<file path="src/rtl/mmio_pkg.sv">
// -----------------------------------------------------------------------------
// mmio_pkg
// Shared definitions for the memory-mapped IO bus controller:
//   - controller state encoding
//   - well-known peripheral slot indices
//   - default populated / acknowledging slot masks
//   - register offsets of the optional error-status slot
// No ports (package).
// -----------------------------------------------------------------------------
package mmio_pkg;

  typedef enum logic [1:0] {
    ST_IDLE   = 2'd0,
    ST_STROBE = 2'd1,
    ST_WAIT   = 2'd2,
    ST_DONE   = 2'd3
  } state_e;

  localparam int SLOT_BASIC_IO = 0;
  localparam int SLOT_KEYPAD   = 1;
  localparam int SLOT_SOUND    = 2;
  localparam int SLOT_VGATERM  = 3;
  localparam int SLOT_PS2      = 4;

  localparam logic [15:0] DEF_PRESENT_MASK = 16'h001F;
  localparam logic [15:0] DEF_ACK_MASK     = 16'h0018;

  localparam logic [7:0] ERR_OFS_STATUS = 8'h00;
  localparam logic [7:0] ERR_OFS_SLOT   = 8'h01;
  localparam logic [7:0] ERR_OFS_OFFSET = 8'h02;

endpackage

</file>
<file path="src/rtl/mmio_timeout_ctr.sv">
// -----------------------------------------------------------------------------
// mmio_timeout_ctr
// Loadable saturating up-counter used to bound how long the controller waits
// for a slot acknowledge. A load restarts the count at 1; increments stop at
// MAX so the terminal count stays asserted once reached.
// Ports:
//   clk    in   clock
//   rst_n  in   asynchronous active-low reset (count clears to 0)
//   load   in   restart the count at 1 (has priority over inc)
//   inc    in   advance the count by one, saturating at MAX
//   tc     out  terminal count: count has reached MAX
// -----------------------------------------------------------------------------
module mmio_timeout_ctr #(
  parameter int unsigned MAX = 255
) (
  input  logic clk,
  input  logic rst_n,
  input  logic load,
  input  logic inc,
  output logic tc
);

  localparam logic [15:0] MAX_C = 16'(MAX);

  logic [15:0] cnt_q, cnt_d;

  // Next-count selection: load, saturating increment, or hold.
  always_comb begin
    cnt_d = cnt_q;
    if (load) begin
      cnt_d = 16'd1;
    end else if (inc && (cnt_q < MAX_C)) begin
      cnt_d = cnt_q + 16'd1;
    end else begin
      cnt_d = cnt_q;
    end
  end

  // Count register.
  always_ff @(posedge clk or negedge rst_n) begin
    if (!rst_n) begin
      cnt_q <= 16'd0;
    end else begin
      cnt_q <= cnt_d;
    end
  end

  assign tc = (cnt_q >= MAX_C);

endmodule

</file>
<file path="src/rtl/mmio_bus_ctrl.sv">
// -----------------------------------------------------------------------------
// mmio_bus_ctrl
// Decodes a CPU IO access into one of NSLOTS peripheral slots, issues a
// registered one-hot select with a single-cycle read or write strobe, and
// stalls the CPU until the slot acknowledges. Slots without an acknowledge
// line complete one cycle after the strobe. Unpopulated slots and slots that
// do not acknowledge within TIMEOUT cycles end with a one-cycle bus_err and
// all-ones read data.
// Optional build macro MMIO_ERR_STATUS_EN: slot NSLOTS-1 becomes an internal
// error-status slot (offset 0 flags, 1 faulting slot, 2 faulting offset;
// any write to offset 0 clears the flags).
// Ports:
//   clk, rst_n          clock, asynchronous active-low reset
//   re, we, addr        CPU request (held while cpu_stall), IO address
//   data_write          CPU write data
//   data_read           latched read data
//   cpu_stall           CPU wait (combinational)
//   bus_err             one-cycle pulse on unmapped / timed-out access
//   per_sel             registered one-hot slot select
//   per_re, per_we      one-cycle read / write strobes
//   per_addr, per_wdata registered register offset and write data
//   per_rdata           flattened slot read data, slot n at [n*DW +: DW]
//   per_ack             slot acknowledge, read data valid in the same cycle
// -----------------------------------------------------------------------------
module mmio_bus_ctrl
  import mmio_pkg::*;
#(
  parameter int                NSLOTS       = 16,
  parameter int                ABITS        = 12,
  parameter int                DW           = 8,
  parameter logic [NSLOTS-1:0] PRESENT_MASK = DEF_PRESENT_MASK,
  parameter logic [NSLOTS-1:0] ACK_MASK     = DEF_ACK_MASK,
  parameter int unsigned       TIMEOUT      = 255
) (
  input  logic                 clk,
  input  logic                 rst_n,
  input  logic                 re,
  input  logic                 we,
  input  logic [ABITS-1:0]     addr,
  input  logic [DW-1:0]        data_write,
  output logic [DW-1:0]        data_read,
  output logic                 cpu_stall,
  output logic                 bus_err,
  output logic [NSLOTS-1:0]    per_sel,
  output logic                 per_re,
  output logic                 per_we,
  output logic [7:0]           per_addr,
  output logic [DW-1:0]        per_wdata,
  input  logic [NSLOTS*DW-1:0] per_rdata,
  input  logic [NSLOTS-1:0]    per_ack
);

  localparam int SW = ABITS - 8;

  // The status slot is always present, internally answered and never selected
  // on the external bus.
`ifdef MMIO_ERR_STATUS_EN
  localparam logic [NSLOTS-1:0] STAT_BIT = {1'b1, {(NSLOTS-1){1'b0}}};
`else
  localparam logic [NSLOTS-1:0] STAT_BIT = '0;
`endif
  localparam logic [NSLOTS-1:0] PRESENT_EFF = PRESENT_MASK | STAT_BIT;
  localparam logic [NSLOTS-1:0] ACK_EFF     = ACK_MASK & ~STAT_BIT;

  state_e              state_q, state_d;
  logic [SW-1:0]       slot_q, slot_d;
  logic [7:0]          ofs_q, ofs_d;
  logic                wr_q, wr_d;
  logic [DW-1:0]       wdata_q, wdata_d;
  logic [NSLOTS-1:0]   sel_q, sel_d;
  logic                re_q, re_d, we_q, we_d, err_q, err_d;
  logic [DW-1:0]       rdata_q, rdata_d, rd_mux;
  logic                ctr_load, ctr_inc, ctr_tc;
  logic [SW-1:0]       req_slot;

  assign req_slot = addr[ABITS-1:8];

  mmio_timeout_ctr #(.MAX(TIMEOUT)) u_timeout (
    .clk   (clk),
    .rst_n (rst_n),
    .load  (ctr_load),
    .inc   (ctr_inc),
    .tc    (ctr_tc)
  );

`ifdef MMIO_ERR_STATUS_EN
  logic          sticky_q, sticky_d, to_flag_q, to_flag_d, um_flag_q, um_flag_d;
  logic [SW-1:0] fslot_q, fslot_d;
  logic [7:0]    fofs_q, fofs_d;
  logic          fault_um, fault_to, stat_clr;

  assign fault_um = (state_q == ST_IDLE) && (re | we) && !PRESENT_EFF[req_slot];
  assign fault_to = (state_q == ST_WAIT) && !per_ack[slot_q] && ctr_tc;
  assign stat_clr = (state_q == ST_STROBE) && wr_q && STAT_BIT[slot_q] &&
                    (ofs_q == ERR_OFS_STATUS);

  // Error-status update: the type flags describe the most recent fault only,
  // while the sticky bit remembers that any fault occurred since the last clear.
  always_comb begin
    sticky_d  = sticky_q;
    to_flag_d = to_flag_q;
    um_flag_d = um_flag_q;
    fslot_d   = fslot_q;
    fofs_d    = fofs_q;
    if (fault_um) begin
      sticky_d  = 1'b1;
      to_flag_d = 1'b0;
      um_flag_d = 1'b1;
      fslot_d   = req_slot;
      fofs_d    = addr[7:0];
    end else if (fault_to) begin
      sticky_d  = 1'b1;
      to_flag_d = 1'b1;
      um_flag_d = 1'b0;
      fslot_d   = slot_q;
      fofs_d    = ofs_q;
    end else if (stat_clr) begin
      sticky_d  = 1'b0;
      to_flag_d = 1'b0;
      um_flag_d = 1'b0;
    end else begin
      sticky_d  = sticky_q;
      to_flag_d = to_flag_q;
      um_flag_d = um_flag_q;
    end
  end

  // Error-status registers.
  always_ff @(posedge clk or negedge rst_n) begin
    if (!rst_n) begin
      sticky_q  <= 1'b0;
      to_flag_q <= 1'b0;
      um_flag_q <= 1'b0;
      fslot_q   <= '0;
      fofs_q    <= 8'h00;
    end else begin
      sticky_q  <= sticky_d;
      to_flag_q <= to_flag_d;
      um_flag_q <= um_flag_d;
      fslot_q   <= fslot_d;
      fofs_q    <= fofs_d;
    end
  end

  // Read-data source: internal status registers or the selected slot's bus.
  always_comb begin
    rd_mux = per_rdata[int'(slot_q)*DW +: DW];
    if (STAT_BIT[slot_q]) begin
      case (ofs_q)
        ERR_OFS_STATUS: begin
          rd_mux = '0;
          rd_mux[DW-1 -: 3] = {sticky_q, to_flag_q, um_flag_q};
        end
        ERR_OFS_SLOT:   rd_mux = DW'(fslot_q);
        ERR_OFS_OFFSET: rd_mux = DW'(fofs_q);
        default:        rd_mux = '0;
      endcase
    end else begin
      rd_mux = per_rdata[int'(slot_q)*DW +: DW];
    end
  end
`else
  // Read-data source: the selected slot's bus.
  always_comb begin
    rd_mux = per_rdata[int'(slot_q)*DW +: DW];
  end
`endif

  // Access sequencer: next state, latched request and registered bus outputs.
  always_comb begin
    state_d  = state_q;
    slot_d   = slot_q;
    ofs_d    = ofs_q;
    wr_d     = wr_q;
    wdata_d  = wdata_q;
    sel_d    = sel_q;
    re_d     = 1'b0;
    we_d     = 1'b0;
    err_d    = 1'b0;
    rdata_d  = rdata_q;
    ctr_load = 1'b0;
    ctr_inc  = 1'b0;
    case (state_q)
      ST_IDLE: begin
        if (re | we) begin
          slot_d  = req_slot;
          ofs_d   = addr[7:0];
          wr_d    = we;          // simultaneous re/we is a write
          wdata_d = data_write;
          if (!PRESENT_EFF[req_slot]) begin
            state_d = ST_DONE;
            err_d   = 1'b1;
            if (!we) begin
              rdata_d = '1;
            end else begin
              rdata_d = rdata_q;
            end
          end else begin
            state_d = ST_STROBE;
            sel_d   = '0;
            if (!STAT_BIT[req_slot]) begin
              sel_d[req_slot] = 1'b1;
              re_d = ~we;
              we_d = we;
            end else begin
              re_d = 1'b0;
              we_d = 1'b0;
            end
          end
        end else begin
          state_d = ST_IDLE;
        end
      end
      ST_STROBE: begin
        if (!ACK_EFF[slot_q] || per_ack[slot_q]) begin
          state_d = ST_DONE;
          sel_d   = '0;
          if (!wr_q) begin
            rdata_d = rd_mux;
          end else begin
            rdata_d = rdata_q;
          end
        end else begin
          state_d  = ST_WAIT;
          ctr_load = 1'b1;
        end
      end
      ST_WAIT: begin
        if (per_ack[slot_q]) begin
          state_d = ST_DONE;
          sel_d   = '0;
          if (!wr_q) begin
            rdata_d = rd_mux;
          end else begin
            rdata_d = rdata_q;
          end
        end else if (ctr_tc) begin
          state_d = ST_DONE;
          sel_d   = '0;
          err_d   = 1'b1;
          if (!wr_q) begin
            rdata_d = '1;
          end else begin
            rdata_d = rdata_q;
          end
        end else begin
          ctr_inc = 1'b1;
        end
      end
      ST_DONE: begin
        state_d = ST_IDLE;
        sel_d   = '0;
      end
      default: begin
        state_d = ST_IDLE;
        sel_d   = '0;
      end
    endcase
  end

  // Sequencer state and output registers.
  always_ff @(posedge clk or negedge rst_n) begin
    if (!rst_n) begin
      state_q <= ST_IDLE;
      slot_q  <= '0;
      ofs_q   <= 8'h00;
      wr_q    <= 1'b0;
      wdata_q <= '0;
      sel_q   <= '0;
      re_q    <= 1'b0;
      we_q    <= 1'b0;
      err_q   <= 1'b0;
      rdata_q <= '0;
    end else begin
      state_q <= state_d;
      slot_q  <= slot_d;
      ofs_q   <= ofs_d;
      wr_q    <= wr_d;
      wdata_q <= wdata_d;
      sel_q   <= sel_d;
      re_q    <= re_d;
      we_q    <= we_d;
      err_q   <= err_d;
      rdata_q <= rdata_d;
    end
  end

  assign cpu_stall = (re | we) & (state_q != ST_DONE);
  assign data_read = rdata_q;
  assign bus_err   = err_q;
  assign per_sel   = sel_q;
  assign per_re    = re_q;
  assign per_we    = we_q;
  assign per_addr  = ofs_q;
  assign per_wdata = wdata_q;

endmodule

</file>
<file path="config.mk">
export PLATFORM = sky130hd
export DESIGN_NAME = mmio_bus_ctrl
export DESIGN_NICKNAME = d
export VERILOG_FILES = /design/src/rtl/mmio_pkg.sv /design/src/rtl/mmio_timeout_ctr.sv /design/src/rtl/mmio_bus_ctrl.sv
export SDC_FILE = /design/constraint.sdc
export NUM_CORES = 1
export LEC_CHECK = 0
export BUFFER_PORTS_ARGS = -buffer_cell sky130_fd_sc_hd__buf_4
export CORE_AREA = 5 5 95 97
export CTS_BUF_LIST = sky130_fd_sc_hd__clkbuf_4 sky130_fd_sc_hd__clkbuf_8
export DETAILED_ROUTE_END_ITERATION = 7
export DIE_AREA = 0 0 100 102
export GPL_TIMING_DRIVEN = 1
export PLACE_DENSITY_LB_ADDON = 0.3
export SLEW_MARGIN = 20
export SYNTH_ARGS = -nofsm -noshare
export SYNTH_HDL_FRONTEND = slang
export SYNTH_SLANG_ARGS = --single-unit
</file>
<file path="constraint.sdc">
create_clock -name clk -period 4.6 [get_ports clk]
set_input_delay 0.46 -clock clk [delete_from_list [all_inputs] [get_ports clk]]
set_output_delay 0.46 -clock clk [all_outputs]
set_load 0.02 [all_outputs]
</file>
==> results.ini <==
[run_status]
status=complete, no violations

[cts]
clk_pin_slew_ps=70
cts_made_buffers=9
cts_sinks=66
cts-resized-gates=0
cts_hold_buf=0
cts_tree=done
post-cts-setup-buffers=0
clkLatencyLatePin_ps=340
htreeDepth=3
cts.root.buffer_cell=clkbuf_8
clock_path_buffers=2

[die]
fp.dieH_um=102
num_io_pins=212
coreArea_mm2=0.00805
rows=33
die_w_um=100
initial_utilization_pct=50.1
die_area_mm2=0.0102

[timing]
tns_ps=0
rsz0062_at_grt=no
fmax_mhz=302
drv_slew=0
hold_viol_final=0
timing.final.crit_share_pct=71.9
clock_skew_ps=5.65
setup_violations=0
post-route-min-period_ps=3310
worstMarginPinSlew_ps=880
max_slew_margin_pct=41.3

[logic_synthesis]
ys_seq_area_share_pct=40.9
ys_types=44
synth.avg_cell_area_um2=12.4
synthCells=325
synth_nets=499
synth-seq-cells=66
synth_area_mm2=0.00403
yosysWarningCount=0

[routing]
wl_um=12400
first_iter_violations=202
drtPass1Iterations=4
vias=3557
avgRoutedWirePerCell_um=19.4
drc=0
viasPerCell=5.57
drtAntennaViolNets=0

[global_route]
grt_max_degree=67
antenna_found_initial=0
groute.usage.overall_pct=25.2
gr-total-overflow=0
grt_pass1_vias=3963
grt_pass1_wl_um=19900

[worst_setup_path]
slowest_delay_ps=720
cp.arrival_ps=3530
criticalPathCategory=flop to flop
worst_ep_required_time_ps=4830
setup.worst_path.start_class=flop
worst-path-buf-inv=0
cp_slowest_cell=and3_1
end_kind=flop
cp_cell_sequence=nor2b_1 -> a22oi_1 -> a211oi_2 -> o21ai_1 -> and3_1 -> mux2_4
reg2reg_slack_ps=1290
crit_family=compound AO/OA/AOI/OAI gates
crit_fanout=23

[power_and_ir_drop]
comb_power_share_pct=54.3
p_leak_uw=0.00282
pwr_density_cell_mw_per_mm2=583
p_seq_share_pct=28.2
p_switching_uw=1350
p_sw_share_pct=39.1
cellInternalPower_uw=2100
peakVddDrop_v=0.000281
pwr-share-clk_pct=17.5

[final_layout]
n_antenna_cell=0
finalInstanceArea_mm2=0.00593
seqCellArea_mm2=0.00165
fillCellCount=551
nNetsFinal=703
area_delta_synth_final_pct=47.0
multi_input_area_mm2=0.00226
drive_above_1_share_pct=56.9

[placement]
numPortBuffers=211
place.gp.congestion=0.838
dp_hpwl_um=10000
placed_area_mm2=0.00567

[flow_run]
maxCapViolations=0

[worst_hold_path]
hold_class=input pin to asynchronous set/reset pin

[sequential cells by signal (all words and copies together), names as in the netlist]
name / flops
bus_err: 1
data_read: 8
per_addr: 8
per_re: 1
per_sel: 16
per_wdata: 8
per_we: 1
slot_q: 4
state_q: 2
u_timeout.cnt_q: 16
wr_q: 1
[layer usage]
metal	global-route usage, %	part of all wire [%]	routed length [um]
met1	28.5	36	4420
met2	44.6	54	6710
met3	8.81	7.8	967
met4	8.60	2.2	272
met5	0	0	0
[cells in the final DEF (no fill, tap or decap), types with 4 or more instances in the layout]
cell | Yosys | final
a21oi_1 | 8 | 8
a22o_1 | 5 | 5
and3_1 | 4 | 4
buf_4 | 0 | 214
clkbuf_8 | 0 | 10
dfrtp_1 | 66 | 64
ha_1 | 6 | 6
inv_1 | 6 | 6
mux2_2 | 24 | 24
mux2_4 | 6 | 6
mux2i_1 | 17 | 17
mux4_2 | 32 | 32
nand2_1 | 22 | 22
nor2_1 | 12 | 12
nor2b_1 | 25 | 25
o211ai_1 | 14 | 14
o21a_1 | 6 | 6
o21ai_0 | 6 | 6
o22ai_1 | 6 | 6
[worst reg2reg max path: cells and delay by family (launching register included)]
| family | cells | cell delay, ps |
|---|---|---|
| AOI/OAI and AO/OA | 3 | 1220 |
| and+or+nand+nor | 2 | 990 |
| DFF | 1 | 630 |
| muxes | 1 | 360 |
[cell type report]
class                   count  share of cell area, %
well taps                 105                   2.22
multi-input cells         231                   38.1
clock buffers              10                   2.32
repair buffers            214                   27.1
clock inverters             6                   1.92
inverters                   7                  0.443
flip-flops and latches     66                   27.9
[stage by stage]
| step | total power (uW) | utilization, % | hold slack (ps) | cells | setup WS [ps] |
|---|---|---|---|---|---|
| 5_1_grt | 3690 | 73.6 | 284 | 639 | 1020 |
| 4_1_cts | 3480 | 73.5 | 225 | 639 | 1300 |
| 3_5_place_dp | 2860 | 70.4 | 488 | 623 | 1300 |
| 2_1_floorplan | 2330 | - | 164 | 325 | 2360 |
| 3_3_place_gp | 2800 | 70.4 | 483 | 623 | 1440 |
| 6_report | 3450 | 73.6 | 202 | 639 | 1290 |
[final timing paths]
check,start,end,cells after the start
worst max-delay path,slot_q[2]$_DFFE_PN0P_,per_sel[4]$_DFFE_PN0P_,6
worst min-delay path,rst_n,u_timeout.cnt_q[12]$_DFFE_PN0P_,1
worst max register to register,slot_q[2]$_DFFE_PN0P_,per_sel[4]$_DFFE_PN0P_,6
worst min register to register,per_sel[8]$_DFFE_PN0P_,per_sel[8]$_DFFE_PN0P_,1
max in group asynchronous,rst_n,slot_q[0]$_DFFE_PN0P_,1
min in group clk,we,per_re$_DFF_PN0_,2
[kinds of logic (layout without fill, tap and decap cells)]
logic type      Yosys count  count (layout)  share of synthesized area [%]
compound gates           59              59                           10.9
flops                    66              66                           40.9
buf+inv                  28             237                           3.35
xor+xnor                  3               3                          0.651
fa+ha+maj                 6               6                           1.86
simple gates             84              84                           11.2
mux                      79              79                           31.0
[power groups by stage]
stage	Combinational [uW]	Sequential, uW	Clock [uW]
global placement	1840	965	0
detailed placement	1890	978	0
global route	2050	1000	642
finish	1880	973	605
floorplan	1330	998	0
CTS	1890	971	617
[synthesized netlist by cell type, drive strengths merged]
cell      n  area [um2]
a211o     1        8.76
ha        6        75.1
a41oi     1        8.76
o311a     1        10.0
nand3b    2        15.0
mux4     32         721
or2       3        18.8
o21ai     9        45.0
mux2i    17         170
inv       7        26.3
buf      12        75.1
nor2b    25         156
a2bb2oi   1        15.0
or4       2        15.0
or3b      2        17.5
nor2     12        45.0
a211oi    2        25.0
dfrtp    66        1650
o21a      6        45.0
nand4     1        6.26
o22ai     6        37.5
o31ai     3        22.5
nor3b     3        22.5
mux2     30         360
a2111oi   1        27.5
nand3     3        15.0
a22oi     1        7.51
nand2    22        82.6
nand2b    1        6.26
xor2      3        26.3
clkbuf    9        33.8
nor4      2        12.5
and3      4        25.0
a22o      5        43.8
nor3      1        5.00
o211ai   14         105
nor4bb    1        10.0
a21oi     8        40.0
(Power assumes the default switching activity.)
